## src/rtl/fsm_pkg.sv

```systemverilog
// fsm_pkg
// Shared definitions for the serial sequence detector.
//   state_t      : registered state vector. The value is the length of the
//                  currently matched pattern prefix (0 = P0 .. PAT_W = MATCH).
//   ST_P0        : idle / nothing matched.
//   DEF_PAT_W    : default pattern length.
//   DEF_PATTERN  : default pattern, MSB is the first bit received.
//   prefixNext() : elaboration-time helper that builds the next-state map.
package fsm_pkg;

  localparam int MAX_PAT_W = 16;
  localparam int STATE_W   = 5;

  typedef logic [STATE_W-1:0] state_t;

  localparam state_t ST_P0 = 5'd0;

  localparam int                   DEF_PAT_W   = 4;
  localparam logic [DEF_PAT_W-1:0] DEF_PATTERN = 4'b1011;

  // Longest pattern prefix that is a suffix of (top k pattern bits, then b).
  // Everything is kept right-aligned in 32-bit words so the comparison is a
  // plain masked equality; the first bit received sits at the highest index.
  // Result is clamped to patW, so a full match from MATCH stays at MATCH
  // (the overlapping case) or falls back to a shorter border.
  function automatic state_t prefixNext(input logic [31:0] pat,
                                        input int          patW,
                                        input int          k,
                                        input logic        b);
    logic [31:0] hist;
    logic [31:0] mask;
    logic [31:0] head;
    int          lim;
    logic        found;
    state_t      res;
    hist  = ((pat >> (patW - k)) << 1) | {31'd0, b};
    lim   = (k + 1 < patW) ? k + 1 : patW;
    res   = ST_P0;
    found = 1'b0;
    for (int j = MAX_PAT_W; j >= 1; j--) begin
      if (!found && j <= lim) begin
        mask = (32'd1 << j) - 32'd1;
        head = pat >> (patW - j);
        if ((hist & mask) == head) begin
          res   = state_t'(j);
          found = 1'b1;
        end
      end
    end
    return res;
  endfunction

endpackage

```

## src/rtl/sat_counter.sv

```systemverilog
// sat_counter
// Saturating up-counter with a sticky saturation flag.
//   clk    : clock, rising edge
//   areset : asynchronous active-high reset
//   clr    : synchronous clear of count and sat (wins over inc)
//   inc    : count one event this edge
//   count  : current count, stops at all-ones
//   sat    : set when an event arrives while count is already all-ones,
//            held until clr or areset
module sat_counter #(
  parameter int CNT_W = 8
) (
  input  logic             clk,
  input  logic             areset,
  input  logic             clr,
  input  logic             inc,
  output logic [CNT_W-1:0] count,
  output logic             sat
);

  localparam logic [CNT_W-1:0] CNT_MAX = '1;

  logic [CNT_W-1:0] count_q;
  logic [CNT_W-1:0] count_d;
  logic             sat_q;
  logic             sat_d;

  // An event at full scale leaves the count alone and raises the sticky flag.
  always_comb begin
    count_d = count_q;
    sat_d   = sat_q;
    if (clr) begin
      count_d = '0;
      sat_d   = 1'b0;
    end else if (inc) begin
      if (count_q == CNT_MAX) begin
        sat_d = 1'b1;
      end else begin
        count_d = count_q + 1'b1;
      end
    end
  end

  always_ff @(posedge clk or posedge areset) begin
    if (areset) begin
      count_q <= '0;
      sat_q   <= 1'b0;
    end else begin
      count_q <= count_d;
      sat_q   <= sat_d;
    end
  end

  assign count = count_q;
  assign sat   = sat_q;

endmodule

```

## src/rtl/fsm_seq_det.sv

```systemverilog
// fsm_seq_det
// Serial pattern detector, Moore style, with a saturating match counter.
// Parameters:
//   PAT_W   : pattern length (2..16)
//   PATTERN : pattern, PATTERN[PAT_W-1] is received first
//   OVERLAP : 1 = overlapping matches count, 0 = matches must not share bits
//   CNT_W   : match counter width (2..32)
// Ports:
//   clk         : clock, rising edge
//   areset      : asynchronous active-high reset
//   en          : in is consumed only when en=1
//   clr         : synchronous clear of state and counters, beats en
//   in          : serial data bit
//   out         : high while the FSM sits in MATCH
//   match_count : number of matches seen, saturating
//   count_sat   : sticky, a match arrived while match_count was full
module fsm_seq_det
  import fsm_pkg::*;
#(
  parameter int               PAT_W   = DEF_PAT_W,
  parameter logic [PAT_W-1:0] PATTERN = PAT_W'(DEF_PATTERN),
  parameter bit               OVERLAP = 1'b1,
  parameter int               CNT_W   = 8
) (
  input  logic             clk,
  input  logic             areset,
  input  logic             en,
  input  logic             clr,
  input  logic             in,
  output logic             out,
  output logic [CNT_W-1:0] match_count,
  output logic             count_sat
);

  localparam logic [31:0] PAT32    = 32'(PATTERN);
  localparam state_t      ST_MATCH = state_t'(PAT_W);

  state_t state_q;
  state_t state_d;
  logic   matchInc;

  // The state value is the matched prefix length, so each branch of the loop
  // resolves to a constant pair of successors selected by in. Leaving MATCH
  // without overlap restarts from an empty prefix. Encodings above PAT_W are
  // unreachable and fall back to P0.
  always_comb begin
    state_d = state_q;
    if (clr) begin
      state_d = ST_P0;
    end else if (en) begin
      state_d = ST_P0;
      for (int k = 0; k <= PAT_W; k++) begin
        if (state_q == state_t'(k)) begin
          if (k == PAT_W && !OVERLAP) begin
            state_d = prefixNext(PAT32, PAT_W, 0, in);
          end else begin
            state_d = prefixNext(PAT32, PAT_W, k, in);
          end
        end
      end
    end
  end

  always_ff @(posedge clk or posedge areset) begin
    if (areset) begin
      state_q <= ST_P0;
    end else begin
      state_q <= state_d;
    end
  end

  // Every consumed bit that lands in MATCH is a new match, including
  // MATCH to MATCH; holding in MATCH with en=0 is not.
  assign matchInc = en && !clr && (state_d == ST_MATCH);

  assign out = (state_q == ST_MATCH);

  sat_counter #(
    .CNT_W (CNT_W)
  ) u_sat_counter (
    .clk    (clk),
    .areset (areset),
    .clr    (clr),
    .inc    (matchInc),
    .count  (match_count),
    .sat    (count_sat)
  );

endmodule

```

## config.mk

```make
export PLATFORM = sky130hd
export DESIGN_NAME = fsm_seq_det
export DESIGN_NICKNAME = d
export VERILOG_FILES = /design/src/rtl/fsm_pkg.sv /design/src/rtl/sat_counter.sv /design/src/rtl/fsm_seq_det.sv
export SDC_FILE = /design/constraint.sdc
export NUM_CORES = 1
export LEC_CHECK = 0
export BUFFER_PORTS_ARGS = -buffer_cell sky130_fd_sc_hd__buf_2
export CELL_PAD_IN_SITES_DETAIL_PLACEMENT = 0
export CELL_PAD_IN_SITES_GLOBAL_PLACEMENT = 1
export CORE_MARGIN = 2
export CORE_UTILIZATION = 41
export CTS_CLUSTER_SIZE = 30
export DETAILED_ROUTE_END_ITERATION = 6
export GPL_TIMING_DRIVEN = 0
export HOLD_SLACK_MARGIN = 0.08
export PLACE_DENSITY = 0.73
export SLEW_MARGIN = 25
export SYNTH_ARGS = -nofsm -noshare
export SYNTH_HDL_FRONTEND = slang
export SYNTH_HIERARCHICAL = 1
export SYNTH_SLANG_ARGS = --single-unit
```

## constraint.sdc

```tcl
create_clock -name clk -period 2.5 [get_ports clk]
set_clock_uncertainty 0.15 [all_clocks]
set_input_delay 0.125 -clock clk [delete_from_list [all_inputs] [get_ports clk]]
set_output_delay 0.125 -clock clk [all_outputs]
set_load 0.02 [all_outputs]
```

## After elaboration in Yosys (flattened, before gate mapping)

Index checks and enable logic that the tools add are counted.

| storage, ports and cells | value |
|---|---|
| output and inout port bits | 10 |
| memories kept | 0 |
| ROM bits | 0 |
| memory bits (writable) | 0 |
| flip-flop bits (word level) | 14 |
| input bits | 5 |
| word-level logic and storage cells | 81 |
| bits in latches | 0 |

| cells by class | value |
|---|---|
| shift operators | 0 |
| divide/modulo/power cells | 0 |
| order comparisons | 0 |
| reduce and logical (&&, ||, !) cells | 8 |
| equality and inequality tests | 7 |
| multipliers | 0 |
| add/sub/neg operators | 1 |
| mux-type cells | 62 |
| bitwise logic cells | 0 |

Operator list:

| kind | number |
|---|---|
| 5-bit two-way mux | 15 |
| 1-bit two-way mux | 38 |
| 8-bit two-way mux | 3 |
| 5-bit by 2-bit == test with 1-bit output (second input constant) | 2 |
| 5-bit by 3-bit == test with 1-bit output (second input constant) | 2 |
| 2-bit two-way mux | 5 |
| 8-bit by 1-bit adder with 8-bit output (second input constant) | 1 |
| 8-bit == test (second input constant) | 1 |
| 5-bit by 1-bit == test with 1-bit output (second input constant) | 1 |
| 5-bit logical NOT | 1 |
| 2-bit AND reduction | 2 |
| 2-bit nonzero test | 2 |
| 3-bit two-way mux | 1 |
| 1-bit logical AND | 2 |
| 2-bit != test (second input constant) | 1 |
| 1-bit logical NOT | 1 |

## Depth between registers and ports, before layout

Gate-level depths: netlist (run 1).

| depth | value |
|---|---|
| word-level depth | 21 |
| depth in mapped cells | 5 |
| mapped depth without buffers | 5 |

## Modules after synthesis

The synthesis (run 1) kept the hierarchy.

Modules (own cells, without submodules):

| module | area an instance (µm²) | seq. area each (µm²) | times used | cells an instance |
|---|---|---|---|---|
| sat_counter | 549.3 | 225.2 | 1 | 51 |
| fsm_seq_det | 284.0 | 125.1 | 1 | 29 |

## Least setup slack after synthesis (run 1)

No wires, ideal clock.

| path | value |
|---|---|
| path kind | flip-flop to flip-flop |
| start | reg state_q[3] |
| end | reg u_sat_counter.count_q[5], in the netlist u_sat_counter/count[5] |
| period minus slack after synthesis | 2.122 ns |
| path buffers | 0 |
| stages on the path, launching flop included | 6 |
| library setup time | 0.125 ns |
| arrival time | 1.847 ns |
| setup slack | 0.378 ns |
| required time | 2.225 ns |
| cells stage by stage | dfrtp_1 > or4b_4 > nor2_2 > nand4_4 > a211oi_2 > mux2_4 |

| between the ends | value |
|---|---|
| word-level cells in the longest chain between the ends | 12 |
| elaborated cells on any way between the ends | 16 |
| classes of those cells | eq/ne (5); mux (7); reduce/logical (4) |

RTL lines:

| item | line | text |
|---|---|---|
| from (decl) | fsm_seq_det.sv:38 | `state_t state_q;` |
| from (signal assigned) | fsm_seq_det.sv:68 | `state_q <= state_d;` |
| 5-bit logical NOT | fsm_seq_det.sv:53 | `if (state_q == state_t'(k)) begin` |
| 5-bit two-way mux (5 in series) | fsm_seq_det.sv:53 |  |
| 5-bit two-way mux (*) | fsm_seq_det.sv:50 | `end else if (en) begin` |
| 5-bit two-way mux (*) | fsm_seq_det.sv:48 | `if (clr) begin` |
| 5-bit by 3-bit == test with 1-bit output (*) | fsm_seq_det.sv:74 | `assign matchInc = en && !clr && (state_d == ST_MATCH);` |
| 1-bit logical AND (*) | fsm_seq_det.sv:74 |  |
| named net matchInc | fsm_seq_det.sv:40 | `logic matchInc;` |
| 2-bit nonzero test (no line) (*) | n/a |  |
| 2-bit AND reduction (no line) (*) | n/a |  |
| to (signal assigned) | sat_counter.sv:49 | `count_q <= count_d;` |
| to (decl) | sat_counter.sv:23 | `logic [CNT_W-1:0] count_q;` |

The timed path passes the listed nets; every way through them passes the cells marked *.
A chain may end at the register's enable or synchronous reset.

## Worst setup path after layout (run 1)

| path | value |
|---|---|
| start | in clr |
| end | reg u_sat_counter.count_q[5], in the netlist u_sat_counter/count[5] |

| between the ends | value |
|---|---|
| word-level cells in the longest chain between the ends | 5 |
| elaborated cells on any way between the ends | 9 |
| classes of those cells | eq/ne (2); mux (2); reduce/logical (5) |

RTL lines:

| item | line | text |
|---|---|---|
| from (decl) | fsm_seq_det.sv:28 | `input logic clr,` |
| 5-bit two-way mux / 1-bit logical NOT (equally long branches) | fsm_seq_det.sv:48, fsm_seq_det.sv:74 |  |
| 5-bit by 3-bit == test with 1-bit output / 1-bit logical AND (equally long branches) | fsm_seq_det.sv:74 |  |
| 1-bit logical AND (*) | fsm_seq_det.sv:74 |  |
| named net matchInc | fsm_seq_det.sv:40 |  |
| 2-bit nonzero test (no line) (*) | n/a |  |
| 2-bit AND reduction (no line) (*) | n/a |  |

Marks and branches as above.

==> results of run 1 <==
## tightest hold or removal path: stages
cell and delay, ns:
dlygate4sd3_1 0.53, buf_2 0.12, inv_1 0.16
## registers in the layout (all words and copies together) (netlist names)
register	flops
state_q	5
u_sat_counter/sat	1
u_sat_counter/count	8
## placed cells by master (no fill, tap or decap), types with 2 or more instances in the layout
master,netlist,final
a211oi_1,2,2
a21o_1,2,2
a21oi_1,3,3
and3_1,2,2
buf_2,0,14
clkbuf_4,0,3
dfrtp_1,14,14
dlygate4sd3_1,0,4
inv_1,2,2
mux2_4,3,3
nand2_1,3,3
nand2b_1,4,4
nand4_1,2,2
nor2_1,7,7
nor2b_1,3,3
nor3_1,5,5
or2b_1,2,2
## per-stage QoR
step | setup slack [ns] | std cells | total power [mW] | hold slack [ns]
after global placement | 0.2737 | 121 | 0.2638 | -0.1126
final | 0.1166 | 128 | 0.3891 | 0.1386
after CTS | 0.1213 | 128 | 0.3959 | 0.1311
after global routing | 0.02621 | 128 | 0.4155 | 0.1568
after detailed placement | 0.2708 | 121 | 0.2639 | -0.1117
after floorplan | 0.3780 | 80 | 0.2533 | -0.2465
## path summary, 6_finish.rpt
| path | from | to | slack, ns | depth (start not counted) |
|---|---|---|---|---|
| worst max-delay path | clr | u_sat_counter/count[5]$_DFFE_PP0P_ | 0.12 | 7 |
| worst min-delay path | areset | state_q[1]$_DFF_PP0_ | 0.14 | 3 |
| worst max register to register | state_q[3]$_DFF_PP0_ | u_sat_counter/count[5]$_DFFE_PP0P_ | 0.26 | 5 |
| worst min register to register | state_q[4]$_DFF_PP0_ | state_q[4]$_DFF_PP0_ | 0.37 | 1 |
| max in group asynchronous | areset | u_sat_counter/count[0]$_DFFE_PP0P_ | 1.72 | 3 |
| min in group clk | in | state_q[1]$_DFF_PP0_ | 0.14 | 4 |
## final cells by class
cell class	count	area (um2)	share of cell area [%]
sequential	14	350.3	35.04
tap	27	33.78	3.379
inverter	2	7.507	0.7509
clock buffer	3	22.52	2.253
timing repair buffer	18	110.1	11.01
buffer	2	15.01	1.502
multi-input combinational	62	460.4	46.06
## cells by family (layout without fill, tap and decap cells)
| kind of cell | after synthesis | after routing | synth area share [%] |
|---|---|---|---|
| DFF | 14 | 14 | 42.04 |
| muxes | 4 | 4 | 6.606 |
| buffers and inverters | 4 | 25 | 2.703 |
| and+or+nand+nor | 40 | 40 | 31.38 |
| adders and majority gates | 1 | 1 | 1.501 |
| AOI/OAI and AO/OA | 17 | 17 | 15.77 |
## where the power goes
part / internal, mW / total [mW] / leakage [nW] / switching, mW
clock network: 0.0558 / 0.125 / 0.0138 / 0.0688
logic: 0.0160 / 0.0336 / 0.279 / 0.0176
registers: 0.228 / 0.231 / 0.195 / 0.00295
## metal layers
layer / vias to the layer above / wire [um]
met3: 2 / 59
met1: 322 / 941
met2: 15 / 661
met4: 0 / 7
met5: - / 0
li1: 343 / -
## synth_stat cells (2+ instances only)
cell	instances	share of area [%]
and3_1	2	1.5
inv_1	2	0.90
nand2b_1	4	3.0
a21o_1	2	1.8
nand4_1	2	1.5
nand2_1	3	1.4
a21oi_1	3	1.8
nor2b_1	3	2.3
nor2_1	7	3.2
dfrtp_1	14	42
nor3_1	5	3.0
a211oi_1	2	1.8
mux2_4	3	5.4
or2b_1	2	1.8
==> flow_summary.toml, run 1 <==
[run_status]
status = "finished clean"

[route]
drt_iter0_drc = 17
vias = 682
ant_nets = 0
viasPerCell = 5.328
first_pass_iters = 4
postRouteWirelength_mm = 1.669
drc = 0
routedWlPerCell_um = 13.04

[global_routing]
use_met3_pct = 1.840
use_met2_pct = 19.14
antenna_found_initial = 0
grt_use_met1_pct = 24.41
grt_busiest_layer = "met1"
grt_pass1_wl_mm = 2.746
grt.total_usage_pct = 14.84
grt_pass1_vias = 591
grt_max_degree = 11
grt-ovfl-total = 0

[placed_design]
io_buffers = 14
post_dp_cell_area_um2 = 937.1
hpwl_mm = 1.203
routabilityCongestion = 0.7602

[layout]
final_cell_area_um2 = 999.7
fillers = 196
post-route-util_pct = 51.48
syn_to_final_growth_pct = 19.97
drive_gt1_share_pct = 28.71
n_antenna_cell = 0
fin_nets = 109

[critical_path]
cp-start-kind = "input pin"
crit_type = "input pin to flop"
cp_top_family = "simple AND/OR/NAND/NOR gates"
cp_cell_sequence = "dlygate4sd3_1, buf_2, or4b_4, nor2_2, nand4_4, a211oi_2, mux2_4"
cp.arrival_ns = 2.40
critical_path.max_fanout = 8
required_ns = 2.52
end_kind = "flop"
cp_num_buf_inv = 2
worst_path_max_delay_cell = "dlygate4sd3_1"
critPathMaxStageDelay_ns = 0.53

[clock_tree]
hold_buffers = 4
clockBufferDepth = 2
cts_tree = "done"
cts_buffers = 3
cts.clk_slew.worst_paths_ns = 0.08
ctsResizeCount = 0
h-tree-depth = 1
post-cts-setup-buffers = 0
clk-insertion-delay-late_ns = 0.27
clock-root-buffer = "clkbuf_4"
clkSinkCount = 14

[logic_synthesis]
syn_inst = 80
synth_ff_type = "dfrtp_1"
synth.ff_latch_count = 14
syn_nets = 86
ys_warn_count = 6
ys_types = 40
synth_edf_count = 0
async_flop_share_pct = 100.0
ys_seq_area_share_pct = 42.04
syn_area_um2 = 833.3
syn_avg_cell_area_um2 = 10.42

[sta]
slew_viol_final = 0
final_hold_viol_count = 0
setup-violations-final = 0
rsz0062_at_grt = "no"
fmax_mhz = 419.6
fin_setup_tns_ns = 0
slew_headroom_pct = 71.53
fin_crit_ns = 2.383
worstMarginPinSlew_ns = 0.4270
min_period_over_period_pct = 95.34

[die]
dieArea_mm2 = 0.002409
die_width_um = 49.08
coreArea_mm2 = 0.001942
ioPinCount = 15
rows = 16
fp.dieH_um = 49.08
start_util_pct = 42.91

[pwr]
peakVddDrop_uv = 294.7
p_per_area_mw_per_mm2 = 389.2
leakage_nw = 0.4873

[job]
cap_violations = 0

[min_path]
min_path_type = "input pin to asynchronous set/reset pin"
No activity file was read; power rests on OpenSTA's default activity.
==> run 2, diff against run 1 <==
--- a/config.mk
+++ b/config.mk
@@ -5,11 +5,12 @@
 export SDC_FILE = /design/constraint.sdc
 export NUM_CORES = 1
 export LEC_CHECK = 0
+export ABC_AREA = 1
 export BUFFER_PORTS_ARGS = -buffer_cell sky130_fd_sc_hd__buf_2
 export CELL_PAD_IN_SITES_DETAIL_PLACEMENT = 0
 export CELL_PAD_IN_SITES_GLOBAL_PLACEMENT = 1
 export CORE_MARGIN = 2
-export CORE_UTILIZATION = 41
+export CORE_UTILIZATION = 38
 export CTS_CLUSTER_SIZE = 30
 export DETAILED_ROUTE_END_ITERATION = 6
 export GPL_TIMING_DRIVEN = 0
==> flow_summary.toml, run 2 <==
[sta]
slew_viol_final = 0
rsz0062_at_grt = "no"
slew_headroom_pct = 67.64
setup-violations-final = 0
fmax_mhz = 531.0
fin_setup_tns_ns = 0
fin_crit_ns = 1.883
min_period_over_period_pct = 75.34
final_hold_viol_count = 0
worstMarginPinSlew_ns = 0.4854

[die]
coreArea_mm2 = 0.002191
ioPinCount = 15
fp.dieH_um = 52.05
start_util_pct = 40.03
die_width_um = 52.05
dieArea_mm2 = 0.002709
rows = 17

[run_status]
status = "finished clean"

[global_routing]
grt-ovfl-total = 0
grt_max_degree = 11
antenna_found_initial = 0
grt_pass1_wl_mm = 3.387
grt_pass1_vias = 744
grt.total_usage_pct = 17.18

[logic_synthesis]
synth_ff_type = "dfrtp_1"
ys_warn_count = 6
syn_nets = 132
synth_mux_area_share_pct = 0
yosysMostFrequentCell = "nand2_1"
synth.ff_latch_count = 14
synth_edf_count = 0
synthAdderAreaFrac_pct = 1.427
synth_top_area_cell = "dfrtp_1"
synth-compound-area-share_pct = 9.272
synth_top_cell_area_share_pct = 39.94
ys_types = 19
ys_seq_area_share_pct = 39.94
synthSimpleGateAreaFrac_pct = 39.94
syn_area_um2 = 877.1
async_flop_share_pct = 100.0
syn_inst = 126
syn_avg_cell_area_um2 = 6.961
synthXorXnorAreaFrac_pct = 0
synth_top_family_by_area = "simple AND/OR/NAND/NOR gates"
synthTopCellsByCount = "nand2_1 (34), inv_1 (20), nand3_1 (17), dfrtp_1 (14), nor2_1 (13)"
yosys-top-cells-area = "dfrtp_1 (40%), nand2_1 (15%), nand3_1 (9.7%), inv_1 (8.6%), nor2_1 (5.6%)"

[route]
routed.top_layer = "met4"
vias = 866
route.met3.wl_um = 70
first_pass_iters = 4
viasPerCell = 4.920
wl_met2_um = 785
ant_nets = 0
postRouteWirelength_mm = 2.014
drt_iter0_drc = 27
wl_met1_mm = 1.131
drc = 0
routedWlPerCell_um = 11.44

[critical_path]
reg2reg_depth = 8
crit_end = "u_sat_counter/count[7]$_DFFE_PP0P_"
cp.arrival_ns = 1.92
required_ns = 2.54
end_kind = "flop"
worstSetupStartpoint = "state_q[2]$_DFF_PP0_"
crit_type = "flop to flop"
rrSetupSlack_ns = 0.62
regToRegEndpoint = "u_sat_counter/count[7]$_DFFE_PP0P_"
rr_startpoint = "state_q[2]$_DFF_PP0_"
cp-start-kind = "flop"
critical_path.max_fanout = 6

[layout]
n_antenna_cell = 0
final_common_cell = "nand2_1"
mostFrequentLayoutCells = "nand2_1 (34), inv_1 (20), nand3_1 (17), buf_2 (14), dfrtp_1 (14)"
drive_gt1_share_pct = 20.95
largest_reg_flops = 8
fin_nets = 155
syn_to_final_growth_pct = 20.69
post-route-util_pct = 48.32

[pwr]
fin_total_pwr_uw = 439.8
p_per_area_mw_per_mm2 = 415.5
peakVddDrop_uv = 258.3
leakage_nw = 0.5586

[clock_tree]
clock-root-buffer = "clkbuf_4"
ctsResizeCount = 0
h-tree-depth = 1
cts_tree = "done"
clkSinkCount = 14
hold_buffers = 4
post-cts-setup-buffers = 0
clk-insertion-delay-late_ns = 0.28
cts_buffers = 3
clockBufferDepth = 2
cts.clk_slew.worst_paths_ns = 0.09

[placed_design]
hpwl_mm = 1.528
io_buffers = 14
routabilityCongestion = 0.7946

[min_path]
min_path_type = "input pin to asynchronous set/reset pin"

[job]
cap_violations = 0
==> run 2: cell families after synthesis <==
| kind of cell | Yosys count |
|---|---|
| and+or+nand+nor | 76 |
| buffers and inverters | 22 |
| DFF | 14 |
| AOI/OAI and AO/OA | 13 |
| adders and majority gates | 1 |
==> run 2: metrics by stage <==
stage | std cells | area (um2) | hold slack [ns] | setup slack [ns]
detailed placement | 168 | 982.2 | -0.1072 | 0.6289
floorplan | 126 | 877.1 | -0.2465 | 0.9295
global placement | 168 | 982.2 | -0.1123 | 0.6379
global route | 176 | 1059 | 0.1365 | 0.4185
finish | 176 | 1059 | 0.1306 | 0.6166
CTS | 176 | 1059 | 0.1245 | 0.6104
==> run 2: worst min path at each step <==
stage,slack [ns],endpoint,cells past startpoint
floorplan,-0.25,state_q[0]$_DFF_PP0_,1
global placement,-0.11,state_q[4]$_DFF_PP0_,2
detailed placement,-0.11,state_q[3]$_DFF_PP0_,2
CTS,0.12,state_q[3]$_DFF_PP0_,3
global route,0.14,state_q[4]$_DFF_PP0_,3
finish,0.13,state_q[3]$_DFF_PP0_,3
==> run 2: where the power goes <==
group | internal (mW) | leakage, nW | total [mW] | switching [mW]
Clock | 0.0887 | 0.0210 | 0.168 | 0.0795
Sequential | 0.228 | 0.195 | 0.231 | 0.00289
Combinational | 0.0145 | 0.343 | 0.0405 | 0.0260
==> run 2: final cells by class <==
cell class / count / area [um2]
Timing Repair Buffer: 18 / 110.1
Multi-Input combinational cell: 90 / 444.2
Fill cell: 222 / 1132
Tap cell: 28 / 35.03
Clock buffer: 4 / 36.28
Sequential cell: 14 / 350.3
Inverter: 22 / 82.58
==> run 2: critical path: stages, from the launching register on <==
cell and delay [ns]:
dfrtp_1 0.41, nor2_4 0.18, nand4_1 0.17, nor2_1 0.16, inv_1 0.09, a21oi_1 0.40
nand3_1 0.12, nand2_1 0.08, inv_1 0.03
==> run 2: routing by layer <==
layer / up-vias / GRT usage [%]
li1: 445 / -
met1: 396 / 25.14
met2: 20 / 24.05
met3: 5 / 3.448
met4: 0 / 7.895
met5: - / 0
